--- src/rtl/seg7_pkg.sv ---
// Shared constants and helpers for the multiplexed 7-segment scan driver.
package seg7_pkg;

  // Bit positions of each segment on the 8-bit segment bus (a is the MSB, dp the LSB)
  localparam int SEG_A  = 7;
  localparam int SEG_B  = 6;
  localparam int SEG_C  = 5;
  localparam int SEG_D  = 4;
  localparam int SEG_E  = 3;
  localparam int SEG_F  = 2;
  localparam int SEG_G  = 1;
  localparam int SEG_DP = 0;

  // Hex nibble to segment pattern, packed as {a,b,c,d,e,f,g}; a set bit means lit
  function automatic logic [6:0] hex_to_abcdefg(input logic [3:0] nibble);
    logic [6:0] pattern;
    case (nibble)
      4'h0:    pattern = 7'b1111110;
      4'h1:    pattern = 7'b0110000;
      4'h2:    pattern = 7'b1101101;
      4'h3:    pattern = 7'b1111001;
      4'h4:    pattern = 7'b0110011;
      4'h5:    pattern = 7'b1011011;
      4'h6:    pattern = 7'b1011111;
      4'h7:    pattern = 7'b1110000;
      4'h8:    pattern = 7'b1111111;
      4'h9:    pattern = 7'b1111011;
      4'hA:    pattern = 7'b1110111;
      4'hB:    pattern = 7'b0011111;
      4'hC:    pattern = 7'b1001110;
      4'hD:    pattern = 7'b0111101;
      4'hE:    pattern = 7'b1001111;
      default: pattern = 7'b1000111;
    endcase
    return pattern;
  endfunction

  // Clock divider so that one frame (num_digits slots of slot_ticks ticks) repeats at refresh_rate_hz
  function automatic int calc_div(input int clk_rate_hz, input int refresh_rate_hz,
                                  input int num_digits, input int slot_ticks);
    int quotient;
    quotient = clk_rate_hz / (refresh_rate_hz * num_digits * slot_ticks);
    return (quotient < 1) ? 1 : quotient;
  endfunction

endpackage

--- src/rtl/seg7_tick_gen.sv ---
// Scan tick generator: a one-cycle tick every DIV clocks, or every clock when TICK_DIVIDE is 0.
module seg7_tick_gen #(
  parameter int CLK_RATE_HZ = 390625,
  parameter int DIV         = 1,
  parameter int TICK_DIVIDE = 1
) (
  input  logic clk,
  input  logic reset_n,
  output logic tick
);

  // A divider can never usefully exceed the clock rate itself; a zero divide request collapses to 1
  localparam int LIMITED = (DIV > CLK_RATE_HZ) ? CLK_RATE_HZ : DIV;
  localparam int EFF_DIV = (TICK_DIVIDE == 0 || LIMITED < 1) ? 1 : LIMITED;
  localparam int CW      = (EFF_DIV > 1) ? $clog2(EFF_DIV) : 1;
  localparam logic [CW-1:0] LAST = CW'(EFF_DIV - 1);

  logic [CW-1:0] count;

  // Free-running modulo-EFF_DIV counter; with EFF_DIV of 1 it sits at 0 and tick stays high
  always_ff @(posedge clk or negedge reset_n) begin
    if (!reset_n) begin
      count <= '0;
    end else if (count == LAST) begin
      count <= '0;
    end else begin
      count <= count + 1'b1;
    end
  end

  assign tick = (count == LAST);

endmodule

--- src/rtl/seg7_scan_driver.sv ---
// Multiplexed hex display driver with PWM brightness, dead time, leading-zero
// blanking, output polarity and a tear-free (frame-boundary) load port.
module seg7_scan_driver
  import seg7_pkg::*;
#(
  parameter int CLK_RATE_HZ      = 390625,
  parameter int NUM_DIGITS       = 6,
  parameter int REFRESH_RATE_HZ  = 80,
  parameter int BRIGHTNESS_BITS  = 3,
  parameter bit SEG_ACTIVE_LOW   = 1'b0,
  parameter bit DIGIT_ACTIVE_LOW = 1'b0,
  parameter int TICK_DIVIDE      = 1
) (
  input  logic                         clk,
  input  logic                         reset_n,
  input  logic                         in_valid,
  output logic                         in_ready,
  input  logic [NUM_DIGITS*4-1:0]      data,
  input  logic [NUM_DIGITS-1:0]        digit_enable,
  input  logic [NUM_DIGITS-1:0]        decimal_point_enable,
  input  logic [BRIGHTNESS_BITS-1:0]   brightness,
  input  logic                         lz_blank,
  output logic                         frame_start,
  output logic [7:0]                   display_led_segments,
  output logic [NUM_DIGITS-1:0]        display_segment_enable
);

  localparam int S   = 1 << BRIGHTNESS_BITS;
  localparam int DW  = $clog2(NUM_DIGITS);
  localparam int DIV = calc_div(CLK_RATE_HZ, REFRESH_RATE_HZ, NUM_DIGITS, S);
  localparam logic [BRIGHTNESS_BITS-1:0] SC_LAST = BRIGHTNESS_BITS'(S - 1);
  localparam logic [DW-1:0]              D_LAST  = DW'(NUM_DIGITS - 1);
  localparam logic [7:0]                 SEG_OFF = {8{SEG_ACTIVE_LOW}};
  localparam logic [NUM_DIGITS-1:0]      EN_OFF  = {NUM_DIGITS{DIGIT_ACTIVE_LOW}};

  logic                        tick;
  logic [BRIGHTNESS_BITS-1:0]  sc, sc_nxt;
  logic [DW-1:0]               d, d_nxt;
  logic                        boundary, transfer, apply;
  logic                        pending;

  logic [NUM_DIGITS*4-1:0]     sh_data, act_data, act_data_nxt;
  logic [NUM_DIGITS-1:0]       sh_en, act_en, act_en_nxt;
  logic [NUM_DIGITS-1:0]       sh_dp, act_dp, act_dp_nxt;
  logic [BRIGHTNESS_BITS-1:0]  sh_bright, act_bright, act_bright_nxt;
  logic                        sh_lz, act_lz, act_lz_nxt;

  logic [3:0]                  nibble;
  logic [6:0]                  pattern;
  logic                        tail_zero, suppress, lit;
  logic [7:0]                  seg_raw;
  logic [NUM_DIGITS-1:0]       en_raw;

  seg7_tick_gen #(
    .CLK_RATE_HZ (CLK_RATE_HZ),
    .DIV         (DIV),
    .TICK_DIVIDE (TICK_DIVIDE)
  ) u_tick_gen (
    .clk     (clk),
    .reset_n (reset_n),
    .tick    (tick)
  );

  // Slot counter inside a digit, and digit index stepping when the slot counter wraps
  always_comb begin
    sc_nxt = sc;
    d_nxt  = d;
    if (tick) begin
      if (sc == SC_LAST) begin
        sc_nxt = '0;
        d_nxt  = (d == D_LAST) ? '0 : d + 1'b1;
      end else begin
        sc_nxt = sc + 1'b1;
      end
    end
  end

  assign boundary = tick && (sc == SC_LAST) && (d == D_LAST);
  assign transfer = in_valid && !pending;
  assign apply    = boundary && pending;
  assign in_ready = ~pending;

  // Shadow register captures a load; pending holds it until the next frame boundary
  always_ff @(posedge clk or negedge reset_n) begin
    if (!reset_n) begin
      pending   <= 1'b0;
      sh_data   <= '0;
      sh_en     <= '0;
      sh_dp     <= '0;
      sh_bright <= '0;
      sh_lz     <= 1'b0;
    end else if (transfer) begin
      pending   <= 1'b1;
      sh_data   <= data;
      sh_en     <= digit_enable;
      sh_dp     <= decimal_point_enable;
      sh_bright <= brightness;
      sh_lz     <= lz_blank;
    end else if (apply) begin
      pending   <= 1'b0;
    end
  end

  // Active set seen by the scanner this cycle, including a copy landing on this boundary
  always_comb begin
    act_data_nxt   = act_data;
    act_en_nxt     = act_en;
    act_dp_nxt     = act_dp;
    act_bright_nxt = act_bright;
    act_lz_nxt     = act_lz;
    if (apply) begin
      act_data_nxt   = sh_data;
      act_en_nxt     = sh_en;
      act_dp_nxt     = sh_dp;
      act_bright_nxt = sh_bright;
      act_lz_nxt     = sh_lz;
    end
  end

  // Active register only changes on a frame boundary, so a frame is never torn
  always_ff @(posedge clk or negedge reset_n) begin
    if (!reset_n) begin
      act_data   <= '0;
      act_en     <= '0;
      act_dp     <= '0;
      act_bright <= '0;
      act_lz     <= 1'b0;
    end else begin
      act_data   <= act_data_nxt;
      act_en     <= act_en_nxt;
      act_dp     <= act_dp_nxt;
      act_bright <= act_bright_nxt;
      act_lz     <= act_lz_nxt;
    end
  end

  // Decide whether the upcoming digit/slot is lit and build its raw segment and enable pattern
  always_comb begin
    nibble    = act_data_nxt[int'(d_nxt)*4 +: 4];
    pattern   = hex_to_abcdefg(nibble);
    tail_zero = 1'b1;
    for (int i = 0; i < NUM_DIGITS; i++) begin
      if (i >= int'(d_nxt) && act_data_nxt[i*4 +: 4] != 4'h0) begin
        tail_zero = 1'b0;
      end
    end
    suppress = act_lz_nxt && (d_nxt != '0) && tail_zero;
    lit      = act_en_nxt[d_nxt] && (sc_nxt != '0) && (sc_nxt <= act_bright_nxt) && !suppress;
    seg_raw  = '0;
    en_raw   = '0;
    if (lit) begin
      seg_raw[SEG_A]  = pattern[6];
      seg_raw[SEG_B]  = pattern[5];
      seg_raw[SEG_C]  = pattern[4];
      seg_raw[SEG_D]  = pattern[3];
      seg_raw[SEG_E]  = pattern[2];
      seg_raw[SEG_F]  = pattern[1];
      seg_raw[SEG_G]  = pattern[0];
      seg_raw[SEG_DP] = act_dp_nxt[d_nxt];
      en_raw[d_nxt]   = 1'b1;
    end
  end

  // Scan counters and registered, polarity-adjusted outputs; reset forces the display dark at once
  always_ff @(posedge clk or negedge reset_n) begin
    if (!reset_n) begin
      sc                     <= '0;
      d                      <= '0;
      frame_start            <= 1'b0;
      display_led_segments   <= SEG_OFF;
      display_segment_enable <= EN_OFF;
    end else begin
      sc                     <= sc_nxt;
      d                      <= d_nxt;
      frame_start            <= boundary;
      display_led_segments   <= seg_raw ^ SEG_OFF;
      display_segment_enable <= en_raw ^ EN_OFF;
    end
  end

endmodule

--- config.mk ---
export PLATFORM = sky130hd
export DESIGN_NAME = seg7_scan_driver
export DESIGN_NICKNAME = d
export VERILOG_FILES = /design/src/rtl/seg7_pkg.sv /design/src/rtl/seg7_tick_gen.sv /design/src/rtl/seg7_scan_driver.sv
export SDC_FILE = /design/constraint.sdc
export NUM_CORES = 1
export LEC_CHECK = 0
export ABC_AREA = 1
export BUFFER_PORTS_ARGS = -buffer_cell sky130_fd_sc_hd__buf_2
export CAP_MARGIN = 30
export CORE_AREA = 8 8 146 148
export DETAILED_ROUTE_END_ITERATION = 8
export DIE_AREA = 0 0 154 156
export PLACE_DENSITY = 0.44
export REMOVE_ABC_BUFFERS = 1
export SLEW_MARGIN = 30
export SYNTH_ARGS = -nofsm -noshare
export SYNTH_HDL_FRONTEND = slang
export SYNTH_SLANG_ARGS = --single-unit
--- constraint.sdc ---
create_clock -name clk -period 3.6 [get_ports clk]
set_input_delay 0.54 -clock clk [delete_from_list [all_inputs] [get_ports clk]]
set_output_delay 0.54 -clock clk [all_outputs]
set_load 0.005 [all_outputs]
* Yosys cells after proc, flatten, opt, wreduce, memory -nomap -nowiden
Memories as Yosys holds them, arrays and structs flattened.
Index checks and enable logic that the tools add are counted.
** Word-level totals
- Register bits :: 109
- Bits in read-only memories :: 112
- Input port bits :: 43
- Output and inout port bits :: 16
- Word-level logic and storage cells :: 89
- Memories kept :: 1
** Cells by class
- $add $sub $neg :: 3
- $lt $le $gt $ge :: 9
- Equality and inequality tests :: 3
- Shift operators :: 1
- Mux-type cells :: 27
- Bitwise logic cells :: 1
- Reductions and logical operators :: 27
** Memory list
- (no name shown) :: words 16, width 7, rd ports 1, clocked after Yosys merged registers in 0, write ports 0, line seg7_pkg.sv:17 : case (nibble)
** Operators by type and width (count)
- two-way mux 24 bit :: 1
- nonzero test 4 bit :: 6
- variable part select 24 x 6 -> 4 bit :: 1
- two-way mux 3 bit :: 6
- two-way mux 6 bit :: 3
- logical AND 1 bit :: 16
- two-way mux 1 bit :: 12
- two-way mux 8 bit :: 1
- adder 7 x 1 -> 7 bit, second input constant :: 1
- == test 7 bit, second input constant :: 1
- two-way mux 7 bit :: 1
- adder 3 x 1 -> 3 bit, second input constant :: 2
- binary-select mux 1 bit (select 3 bit) :: 2
- == test 3 bit, second input constant :: 2
- >= comparator 1 x 3 -> 1 bit, first input constant :: 2
- >= comparator 2 x 3 -> 1 bit, first input constant :: 2
- >= comparator 3 bit, first input constant :: 2
- nonzero test 3 bit :: 2
- < comparator 3 x 4 -> 1 bit, second input constant :: 1
- demux 1 bit (select 3 bit) :: 1
- >= comparator 3 x 1 -> 1 bit, second input constant :: 1
- <= comparator 3 bit :: 1
- logical NOT 1 bit :: 2
- nonzero test 2 bit :: 1
- NOT 1 bit :: 1

* Depth between registers and ports, before layout
- Word-level depth :: 17
- Gate-level depth with buffers :: 22
- Mapped depth without buffers :: 22

* Cells and area by module
Synthesis repeated with hierarchy kept, for this count alone.
** Unflattened totals
- Cell total of the unflattened synthesis :: 617
- Area, all modules :: 5252.5 um^2
** Modules (own cells, without submodules)
- seg7_scan_driver :: times used 1, cells each 570, area each 4887.2 um^2, seq. area each 2552.4 um^2
- seg7_tick_gen :: times used 1, cells each 47, area each 365.4 um^2, seq. area each 175.2 um^2

* Worst setup path before layout
OpenSTA, ideal clock, no wires.
- Path kind :: reg2reg
- Start :: register u_tick_gen.count[0]
- End :: register display_led_segments[6]
- Setup time :: 73 ps
- Data arrival time :: 2669 ps
- Data required time :: 3527 ps
- Slack :: 858 ps
- Stages on the path, launching flop included :: 23
- Buffers on the path :: 3
- Clock period less this slack :: 2742 ps
- Cells stage by stage :: dfrtp_1 > inv_1 > ha_1 > inv_1 > nor2_4 > nand3_4 > nor2_4 > nand3_4 > inv_2 > buf_6 > buf_2 > nand2_1 > nand2_1 > inv_1 > ha_1 > a21oi_1 > o21ai_0 > nand2_1 > o31ai_1 > nor2_4 > nand2_4 > buf_6 > a21oi_2
** Between the ends
- Elaborated cells on any way between the ends :: 48
- Classes of those cells :: order compare (7); eq/ne (1); shift (1); mux (15); reduce/logical (23); memory (1)
** RTL lines
- start: declaration :: line seg7_tick_gen.sv:18 : logic [CW-1:0] count;
- start signal: assignment :: line seg7_tick_gen.sv:27 : count <= count + 1'b1;
- == test 7 bit :: line seg7_tick_gen.sv:31 : assign tick = (count == LAST);
- logical AND 1 bit (2 in series) :: line seg7_scan_driver.sv:78 : assign boundary = tick && (sc == SC_LAST) && (d == D_LAST);
- logical AND 1 bit :: line seg7_scan_driver.sv:80 : assign apply = boundary && pending;
- two-way mux 3 bit :: line seg7_scan_driver.sv:111 : if (apply) begin
- net act_bright_nxt[2] :: line seg7_scan_driver.sv:45 : logic [BRIGHTNESS_BITS-1:0] sh_bright, act_bright, act_bright_nxt;
- <= comparator 3 bit :: line seg7_scan_driver.sv:148 : lit = act_en_nxt[d_nxt] && (sc_nxt != '0) && (sc_nxt <= act_bright_nxt) && !suppress;
- logical AND 1 bit (2 in series) :: line seg7_scan_driver.sv:148
- two-way mux 8 bit :: line seg7_scan_driver.sv:151 : if (lit) begin
- net seg_raw[6] :: line seg7_scan_driver.sv:51 : logic [7:0] seg_raw;
- end signal: assignment :: line seg7_scan_driver.sv:176 : display_led_segments <= seg_raw ^ SEG_OFF;
- end: declaration :: line seg7_scan_driver.sv:24 : output logic [7:0] display_led_segments,
The timed path passes the listed nets, and every way through them passes these cells. The select of a mux whose other input is x is not followed.
A chain may end at the register's enable or synchronous reset.

* Worst setup path in the final report
- Start :: register u_tick_gen.count[0]
- End :: register display_led_segments[2]
** Between the ends
- Word-level cells in the longest chain between the ends :: 17
- Elaborated cells on any way between the ends :: 48
- Classes of those cells :: order compare (7); eq/ne (1); shift (1); mux (15); reduce/logical (23); memory (1)
** RTL lines
- == test 7 bit (*) :: line seg7_tick_gen.sv:31
- logical AND 1 bit (*) (2 in series) :: line seg7_scan_driver.sv:78
- logical AND 1 bit (*) :: line seg7_scan_driver.sv:80
- two-way mux 24 bit (*) :: line seg7_scan_driver.sv:111
- net act_data_nxt[0] :: line seg7_scan_driver.sv:42 : logic [NUM_DIGITS*4-1:0] sh_data, act_data, act_data_nxt;
- branches (longest 11 deep; another with memory (16 x 7 bit))
- two-way mux 8 bit (*) :: line seg7_scan_driver.sv:151
- net seg_raw[2] :: line seg7_scan_driver.sv:51
Mark *: on every way through the listed nets, which the timed path passes. The select of a mux whose other input is x is not followed.

==> summary.md <==
| Metric | Value |
|---|---|
| Run status | complete, no violations |
| Largest net degree at the start of global routing | 83 |
| Power density cells | 375 nW/um2 |
| Worst slew pin tran | 772 ps |
| Largest family of logic cells by synthesized area | simple AND/OR/NAND/NOR gates |
| Drt total wl | 12.9 mm |
| Initial core utilization | 28.1% |
| Top post-synthesis cells by count | 149 x nand2_1, 109 x dfrtp_1, 56 x inv_1 |
| Largest stage delay, worst path | 410 ps |
| Clk slew on worst S/H paths | 70 ps |
| Max Clock Skew | 10.2 ps |
| Period utilization | 85.9% |
| RR Endpoint | display_led_segments[2] |
| Via count | 3848 |
| Port bufs | 58 |
| WP data arrival | 3370 ps |
| CTS tree | built |
| Max frequency | 323 MHz |
| # diodes | 0 |
| Clk network pwr share | 40.8% |
| Post-Synth XOR/XNOR Area | 0.163% |
| DRC | 0 |
| Row count | 51 |
| Async set or reset register ratio after synthesis | 100% |
| Adder-Cell Fraction of Synth Area | 3.03% |
| GRT overflow | 0 |
| Reg2Reg Setup Slack | 510 ps |
| Post-synthesis sequential area ratio | 50.8% |
| Die H | 156 um |
| Skew-Pair Late Insertion Delay | 360 ps |
| Slew headroom | 48.5% |
| Gp weighted congestion | 0.732 |
| # H-tree levels | 3 |
| Syn Inst Count | 577 |
| Synth warnings | 0 |
| # resized after CTS | 0 |
| Global-route wire length before repair | 22.2 mm |
| Max-slew violation count | 0 |
| HPWL Detailed | 9.64 mm |
| Worst Hold Class | primary input to asynchronous set/reset pin |
| Total Routing Usage GR | 11.7% |
| Clock net sink count | 109 |
| Leading post-synthesis cells by cell area | dfrtp_1 51%, nand2_1 10%, mux2_2 6.7% |
| Startpoint Class | flop |
| Most used cell, CP | nand2_1 |
| CP Max Fanout | 13 |
| Layout cell share with drive strength beyond 1 | 28.3% |
| Syn avg cell area | 9.30 um2 |
| Worst Setup End Kind | flop |
| Post-synth EDFFs | 0 |
| Avg WL per Cell | 14.6 um |
| Seq pwr share | 55.4% |
| RSZ-0062 raised after global routing | false |
| Logic pwr share | 3.8% |
| Setup CP Type | flop to flop |
| Vias per Instance | 4.36 |
| Core Footprint | 19100 um2 |
| Initial DRC count | 189 |
| Vias in the first global route | 4149 |
| Post-synthesis mux area share | 6.72% |
| Place WS | 483 ps |
| Critical path required time | 3870 ps |
| Seq cells post-synth | 109 |
| Cell taking the most area after synthesis | dfrtp_1 |
| I/O Pins | 59 |
| Detail Route Antenna Nets | 0 |
| Maximum clock path buffer count | 2 |
| Reg2reg start | u_tick_gen.count[0] |
| Max cap viols | 0 |
| Mapped Area | 5370 um2 |
| Setup violators final | 0 |
| First drt pass iteration count | 4 |
| Pleak | 3.32 nW |
| Synth top area share | 50.8% |
| Initial antenna violation count | 0 |
| Simple-gate share of the synthesized area | 27.0% |
| Post-route minimum period | 3090 ps |
| Cells along the critical path | inv_1 -> ha_1 -> nand3_1 -> nor2_4 -> nand4_4 -> buf_4 -> buf_4 -> nand2_1 -> nand2_1 -> nand2_1 -> nand2_1 -> inv_1 -> nand3_2 -> ha_1 -> inv_1 -> nor2_1 -> nand2_1 -> nand3_1 -> nor2_1 |
| Area Overhead vs Synth | 15.4% |
| R2R cell count | 19 |
| Final TNS setup | 0 ps |
| Final worst slack | 508 ps |
| Nets@finish | 696 |
| Sw Ratio | 22.7% |
| Critical path's slowest cell | dfrtp_1 |
| Cell variety after synth | 41 |
| Post-synthesis compound-gate area fraction | 5.20% |
| Total Die Area | 24000 um2 |
| Cell-internal power | 0.00179 W |
| CTS buffer count | 9 |
| Hold_buf cts | 0 |
| Most frequent cell after synthesis | nand2_1 |
| Sw power | 0.000527 W |
| Post-CTS Setup Bufs | 0 |
| Die X | 154 um |
| Peak supply drop | 0.000211 V |
| Root Driver | clkbuf_16 |
| Final Hold Vio Count | 0 |
| Top_reg_cell synth | dfrtp_1 |
power by group through the flow:
stage / Sequential, W / Clock (W) / Combinational, W
finish: 0.00128 / 0.000947 / 0.0000880
global placement: 0.00131 / 0 / 0.0000898
CTS: 0.00129 / 0.000982 / 0.0000929
detailed placement: 0.00131 / 0 / 0.0000925
global route: 0.00129 / 0.00103 / 0.000102
floorplan: 0.00130 / 0 / 0.0000354
worst max-delay path by stage:
stage / startpoint / to / slack, ps / cells past startpoint
2_1_floorplan: u_tick_gen.count[0] / display_led_segments[1] / 790 / 19
3_3_place_gp: u_tick_gen.count[0] / display_led_segments[2] / 550 / 19
3_5_place_dp: u_tick_gen.count[0] / display_led_segments[4] / 480 / 16
4_1_cts: u_tick_gen.count[0] / display_led_segments[4] / 460 / 16
5_1_grt: u_tick_gen.count[0] / display_led_segments[4] / 70 / 17
6_report: u_tick_gen.count[0] / display_led_segments[2] / 510 / 19
layout by cell type (no fill, tap or decap), types with 3 or more instances in the layout:
master,n
nor2_1,45
a21oi_1,19
nand3_1,33
o21ai_0,6
o21ai_1,4
buf_4,12
nor2_4,8
nand2_2,15
nand4_1,13
inv_2,8
nand3_4,4
dfrtp_1,109
inv_1,56
clkbuf_16,9
nand3_2,3
nand2_4,4
nand2_1,148
nor2_2,14
mux2_2,32
ha_1,13
buf_2,57
o21ai_2,4
layout make-up:
| cell class | instances | area [um2] |
|---|---|---|
| fill | 2002 | 12900 |
| timing repair buffer | 70 | 387 |
| sequential | 109 | 2730 |
| inverter | 65 | 244 |
| tap | 238 | 298 |
| clock inverter | 5 | 35.0 |
| clock buffer | 10 | 239 |
| multi-input combinational | 385 | 2260 |
per-stage QoR:
stage | hold slack (ps) | utilization (%) | instances | area (um2) | power (W)
6_report | 236 | 32.4 | 882 | 6190 | 0.00232
5_1_grt | 300 | 32.4 | 882 | 6190 | 0.00242
4_1_cts | 274 | 32.4 | 882 | 6190 | 0.00236
3_5_place_dp | 462 | 31.0 | 867 | 5920 | 0.00140
3_3_place_gp | 459 | 31.0 | 867 | 5910 | 0.00140
2_1_floorplan | 244 | - | 559 | 5230 | 0.00133
metal layers:
layer	track usage, %	part of all wire, %	up-vias	wire length, um
li1	-	-	1967	-
met1	15.0	48	1812	6140
met2	19.0	47	57	6130
met3	2.60	3.2	12	409
met4	4.53	1.8	0	227
met5	0	0	-	0
critical path, delay by kind of cell, from the launching register on:
kind,cells,cell delay (ps)
fa+ha+maj,2,420
buf+inv,5,720
flops,1,410
simple gates,12,1480
flip-flops by register name, summed over array words and instances (netlist names):
| register | cells |
|---|---|
| act_data | 24 |
| sh_data | 24 |
| display_led_segments | 8 |
| u_tick_gen.count | 7 |
| act_dp | 6 |
| act_en | 6 |
| display_segment_enable | 6 |
| sh_dp | 6 |
| sh_en | 6 |
| act_bright | 3 |
| d | 3 |
| sc | 3 |
| sh_bright | 3 |
| act_lz | 1 |
| frame_start | 1 |
| pending | 1 |
| sh_lz | 1 |
kinds of logic after synthesis:
logic type                 after synthesis
AOI/OAI and AO/OA                       45
xor gates and xnor gates                 1
adders and majority gates               13
buffers and inverters                   83
DFF                                    109
muxes                                   32
and+or+nand+nor                        294
Note: power is estimated with default switching activity, not from simulation.
